[config.mk]
export PLATFORM = sky130hd
export DESIGN_NAME = pipe_hazard_ctrl
export DESIGN_NICKNAME = d
export VERILOG_FILES = /design/src/rtl/pipe_hazard_ctrl.sv
export SDC_FILE = /design/constraint.sdc
export NUM_CORES = 1
export LEC_CHECK = 0
export BUFFER_PORTS_ARGS = -buffer_cell sky130_fd_sc_hd__clkbuf_2
export CAP_MARGIN = 30
export CORE_ASPECT_RATIO = 1.75
export CORE_MARGIN = 4
export CORE_UTILIZATION = 56
export DETAILED_ROUTE_END_ITERATION = 8
export PLACE_DENSITY_LB_ADDON = 0.3
export SYNTH_ARGS = -nofsm -noshare
export SYNTH_HDL_FRONTEND = slang
export SYNTH_SLANG_ARGS = --single-unit
[constraint.sdc]
create_clock -name CLK -period 3.6 [get_ports CLK]
set_input_delay 0 -clock CLK [delete_from_list [all_inputs] [get_ports CLK]]
set_output_delay 0 -clock CLK [all_outputs]
set_load 0.005 [all_outputs]
[src/rtl/pipe_hazard_ctrl.sv]
// pipe_hazard_ctrl: stall/flush sequencer for the 5-stage pipeline.
// It owns bubble injection, data-memory wait handling with timeout, and
// interrupt entry, which drains the pipeline before the handler vector loads.
// Ports:
//   CLK, Reset_n           clock (rising edge), async active-low reset
//   ID_rs/ID_rt/ID_Uses*   source registers read by the instruction in ID
//   ID_Jump                jump resolved in ID
//   EX_MemRd/EX_rt         load in EX and its destination register
//   EX_BrTaken             branch in EX resolved taken
//   MEM_Req/MEM_Ready      data-memory access in MEM / access completes
//   IRQ/IRQ_En             level interrupt request / global enable
//   CntClr                 synchronous clear of StallCount
//   PC_Write..BusErr       Mealy-decoded pipeline controls, all 0 in reset
//   StallCount             registered saturating count of PC_Write=0 cycles
module pipe_hazard_ctrl #(
  parameter int unsigned MAX_WAIT     = 16,
  parameter int unsigned DRAIN_CYCLES = 3,
  parameter int unsigned CNT_W        = 16
) (
  input  logic             CLK,
  input  logic             Reset_n,
  input  logic [4:0]       ID_rs,
  input  logic [4:0]       ID_rt,
  input  logic             ID_UsesRs,
  input  logic             ID_UsesRt,
  input  logic             ID_Jump,
  input  logic             EX_MemRd,
  input  logic [4:0]       EX_rt,
  input  logic             EX_BrTaken,
  input  logic             MEM_Req,
  input  logic             MEM_Ready,
  input  logic             IRQ,
  input  logic             IRQ_En,
  input  logic             CntClr,
  output logic             PC_Write,
  output logic             IF_Protect,
  output logic             IF_Flush,
  output logic             ID_Flush,
  output logic             MEM_Stall,
  output logic             IRQ_Take,
  output logic             BusErr,
  output logic [CNT_W-1:0] StallCount
);

  localparam int unsigned WAIT_W  = 8;
  localparam int unsigned DRAIN_W = 3;

  typedef enum logic [1:0] {RUN, MEM_WAIT, IRQ_DRAIN} state_t;

  state_t              state, state_nxt;
  logic [WAIT_W-1:0]   wait_cnt, wait_cnt_nxt;
  logic [DRAIN_W-1:0]  drain_cnt, drain_cnt_nxt;
  logic                timeout, mem_stall, load_use;
  logic                pc_w, if_prot, if_fl, id_fl, mem_st, irq_tk, bus_er;

  // State and counter registers
  always_ff @(posedge CLK or negedge Reset_n) begin
    if (!Reset_n) begin
      state     <= RUN;
      wait_cnt  <= '0;
      drain_cnt <= '0;
    end else begin
      state     <= state_nxt;
      wait_cnt  <= wait_cnt_nxt;
      drain_cnt <= drain_cnt_nxt;
    end
  end

  // Next-state and prioritised control decode
  always_comb begin
    state_nxt     = state;
    wait_cnt_nxt  = wait_cnt;
    drain_cnt_nxt = drain_cnt;
    pc_w          = 1'b1;
    if_prot       = 1'b0;
    if_fl         = 1'b0;
    id_fl         = 1'b0;
    mem_st        = 1'b0;
    irq_tk        = 1'b0;
    bus_er        = 1'b0;

    timeout   = (state == MEM_WAIT) && (wait_cnt == WAIT_W'(MAX_WAIT - 1));
    mem_stall = MEM_Req && !MEM_Ready && !timeout;
    load_use  = EX_MemRd && (EX_rt != 5'd0) &&
                ((ID_UsesRs && (ID_rs == EX_rt)) || (ID_UsesRt && (ID_rt == EX_rt)));

    if (mem_stall) begin
      mem_st  = 1'b1;
      pc_w    = 1'b0;
      if_prot = 1'b1;
      case (state)
        RUN: begin
          state_nxt    = MEM_WAIT;
          wait_cnt_nxt = '0;
        end
        MEM_WAIT: wait_cnt_nxt = wait_cnt + WAIT_W'(1);
        default: ;  // drain progress frozen while memory stalls
      endcase
    end else if (state == IRQ_DRAIN) begin
      // Fetch stays flushed; drained instructions complete on their own
      if_fl = 1'b1;
      if (drain_cnt == DRAIN_W'(DRAIN_CYCLES)) begin
        irq_tk    = 1'b1;
        state_nxt = RUN;
      end else begin
        pc_w          = 1'b0;
        drain_cnt_nxt = drain_cnt + DRAIN_W'(1);
      end
    end else begin
      // Leaving MEM_WAIT releases the stall this same cycle
      if (state == MEM_WAIT) begin
        state_nxt = RUN;
        bus_er    = timeout && MEM_Req && !MEM_Ready;
      end
      if (EX_BrTaken) begin
        if_fl = 1'b1;
        id_fl = 1'b1;
      end else if (load_use) begin
        pc_w    = 1'b0;
        if_prot = 1'b1;
        id_fl   = 1'b1;
      end else if (ID_Jump) begin
        if_fl = 1'b1;
      end else if (IRQ && IRQ_En && (state == RUN)) begin
        // Entry cycle is already the first drain cycle
        state_nxt     = IRQ_DRAIN;
        drain_cnt_nxt = DRAIN_W'(1);
        pc_w          = 1'b0;
        if_fl         = 1'b1;
      end
    end
  end

  // Controls are forced low while reset is held
  assign PC_Write   = Reset_n & pc_w;
  assign IF_Protect = Reset_n & if_prot;
  assign IF_Flush   = Reset_n & if_fl;
  assign ID_Flush   = Reset_n & id_fl;
  assign MEM_Stall  = Reset_n & mem_st;
  assign IRQ_Take   = Reset_n & irq_tk;
  assign BusErr     = Reset_n & bus_er;

  // Saturating stall-cycle counter, clear wins over increment
  always_ff @(posedge CLK or negedge Reset_n) begin
    if (!Reset_n) begin
      StallCount <= '0;
    end else if (CntClr) begin
      StallCount <= '0;
    end else if (!pc_w && (StallCount != {CNT_W{1'b1}})) begin
      StallCount <= StallCount + CNT_W'(1);
    end
  end

endmodule

==> reports/metrics.yaml <==
placed_design:
  place.gp.congestion: 0.794
  port_buffers: 49
  dp_hpwl_um: 3350
synthesis:
  async_flop_share_pct: 100
  syn_nets: 241
  synth_warnings: 0
  mappedNetlistArea_um2: 1850
  synth_cell_types: 47
  avgSynthCellArea_um2: 8.80
  synth_seq_cells: 29
  synth_edf_count: 0
  synth_top_flop_cell: "dfrtp_1"
  synth_seq_area_share_pct: 39.3
  synthCells: 210
die:
  rows: 27
  die_h_um: 84.0
  die-area_um2: 4320
  coreArea_um2: 3180
  initial_core_util_pct: 58.2
  io_pins: 50
  die_w_um: 51.4
grt:
  grt_max_degree: 34
  grt-ovfl-total: 0
  track_usage_pct: 22.3
  antenna_found_initial: 0
  grt_pass1_wl_um: 7330
  first_global_vias: 1669
clock_tree:
  cts_tree: "yes"
  clk_pin_slew_ps: 60
  cts_resized: 0
  cts.sinks: 29
  clk_latency_ps: 280
  cts_buffer_depth: 2
  cts_buffers: 5
  h-tree-depth: 2
  cts.root.buffer_cell: "clkbuf_8"
power_and_ir_drop:
  p_per_area_nw_per_um2: 474
  power_uw: 1050
  vdd_ir_drop_max_mv: 0.413
  p_leak_uw: 0.00101
sta:
  setup-violations-final: 0
  hold_slack_ps: 118
  timing_hold_violations_final: 0
  tns_ps: 0
  finalCritPeriodShare_pct: 67.7
  timing.final.max_slew_violations: 0
  rsz0062_at_grt: "false"
  relSlewSlack_pct: 48.8
  fin_worst_skew_ps: 3.53
  fmax_ghz: 0.410
  worstMarginPinSlew_ps: 768
  fin_crit_ps: 2440
finish:
  area_delta_synth_final_pct: 19.8
  finalNetCount: 291
  n_antenna_cell: 0
  postLayoutCoreUtil_pct: 69.7
  drive_above_1_share_pct: 26.1
worst_setup_path:
  reg2reg_to: "StallCount[14]"
  cp_max_fo: 18
  r2r_setup_slack_ps: 1160
  path_class: "reg2reg"
  worstSetupStartpointType: "flip-flop"
  cp_data_required_time_ps: 3740
  r2r_cells: 7
  arrival_ps: 2580
  reg2reg_from: "state[1]"
  end_kind: "flip-flop"
detailed_routing:
  vias_per_cell: 5.73
  firstDrtPassIters: 4
  drt_iter0_markers: 48
  detail-route-antenna-nets: 0
  vias: 1742
  wl_um: 4350
  wl_per_cell_um: 14.3
  drc: 0
min_path:
  hp-class: "in2reg"
  hp-start: "CntClr"
  hold_depth: 2
  whs_endpoint: "StallCount[15]"
outcome:
  outcome: "complete, no violations"
run:
  drv_cap: 0
-- cells in the final DEF, fill, tap and decap left out, types with 3 or more instances in the layout --
| master | instances |
|---|---|
| clkbuf_2 | 49 |
| dfrtp_1 | 29 |
| nand2_1 | 21 |
| a21oi_1 | 18 |
| o21ai_0 | 12 |
| or3_1 | 12 |
| nor2_1 | 11 |
| xnor2_1 | 10 |
| nand3_1 | 10 |
| o21ai_1 | 8 |
| inv_1 | 7 |
| nor3_1 | 7 |
| clkbuf_8 | 7 |
| a22o_1 | 5 |
| nand4_1 | 4 |
| nor2b_1 | 4 |
| and3_1 | 4 |
| ha_1 | 4 |
| nand2b_1 | 3 |
| or2_2 | 3 |
| mux2i_1 | 3 |
-- final cells by class --
cell class | count | area (µm²)
multi-input cells | 166 | 1040
clock inverters | 1 | 5.00
fillers | 302 | 961
flip-flops and latches | 29 | 726
repair buffers | 51 | 263
well taps | 43 | 53.8
inverters | 7 | 26.3
clock buffers | 7 | 96.3
-- critical path, stage by stage (launching register included) --
cell     delay [ps]
dfrtp_1         480
or4_4           610
o31ai_4         220
a32oi_1         100
a21oi_2         410
buf_4           300
or3_1           130
a21oi_1          60
-- worst max path at each step --
stage | start | end | slack [ps] | depth (start not counted)
floorplan | drain_cnt[0] | StallCount[7] | 1470 | 9
global placement | state[1] | StallCount[11] | 1210 | 7
finish | state[1] | StallCount[14] | 1160 | 7
CTS | state[1] | StallCount[14] | 1170 | 7
global route | StallCount[1] | StallCount[5] | 940 | 8
detailed placement | state[1] | StallCount[14] | 1180 | 7
-- what timing repair did --
action	4_1_cts	5_1_grt
buffers inserted	0	0
endpoints found under the hold margin	29	0
hold buffers	1	0
-- per-layer routing --
metal | part of all wire, % | GRT usage [%] | vias up
met5 | 0 | 0 | -
met4 | 2.2 | 12.6 | 0
met3 | 3.8 | 4.47 | 8
met2 | 57 | 38.9 | 33
met1 | 37 | 23.8 | 836
li1 | - | - | 865
-- sequential cells by signal (all words and copies together), names as in the netlist --
name and count:
StallCount 16, wait_cnt 8, drain_cnt 3, state 2
-- power by group --
part	leakage, µW	internal [µW]	switching (µW)
Clock	0.0000542	172	120
Combinational	0.000558	138	174
Sequential	0.000395	376	68.5
-- Yosys cell counts, types with 2 or more instances --
library cell   n  area (µm²)
nand4_1        4        25.0
dfrtp_1       29         726
or2_2          3        18.8
nand2b_1       3        18.8
buf_2          2        10.0
and3_1         4        25.0
or3_1         12        75.1
o21ai_1        8        40.0
nand2_1       21        78.8
o21ai_0       12        60.1
xnor2_1       10        87.6
nor2b_1        4        25.0
inv_1          7        26.3
and4_1         2        17.5
o31ai_1        2        15.0
nor3_1         7        35.0
a21o_1         2        15.0
ha_1           4        50.1
clkbuf_1       2        7.51
a22o_1         5        43.8
mux2i_1        3        30.0
a21oi_1       18        90.1
nor2_1        11        41.3
nand3_1       10        50.1
buf_4          2        15.0
or4_1          2        15.0
-- kinds of logic (layout without fill, tap and decap cells) --
kind of cell	after synthesis	in the layout	share of synthesized area, %
compound gates	58	58	20.0
xor+xnor	11	11	5.21
fa+ha+maj	4	4	2.71
buf+inv	15	66	4.20
flops	29	29	39.3
mux	4	4	2.44
simple gates	89	89	26.1
-- through the flow --
stage | instances | worst slack (ps) | instance area [µm²]
after floorplan | 210 | 1470 | 1850
after global placement | 295 | 1210 | 2100
after detailed placement | 295 | 1180 | 2100
after CTS | 304 | 1170 | 2210
after global routing | 304 | 943 | 2210
final | 304 | 1160 | 2210
(Power assumes the default switching activity.)
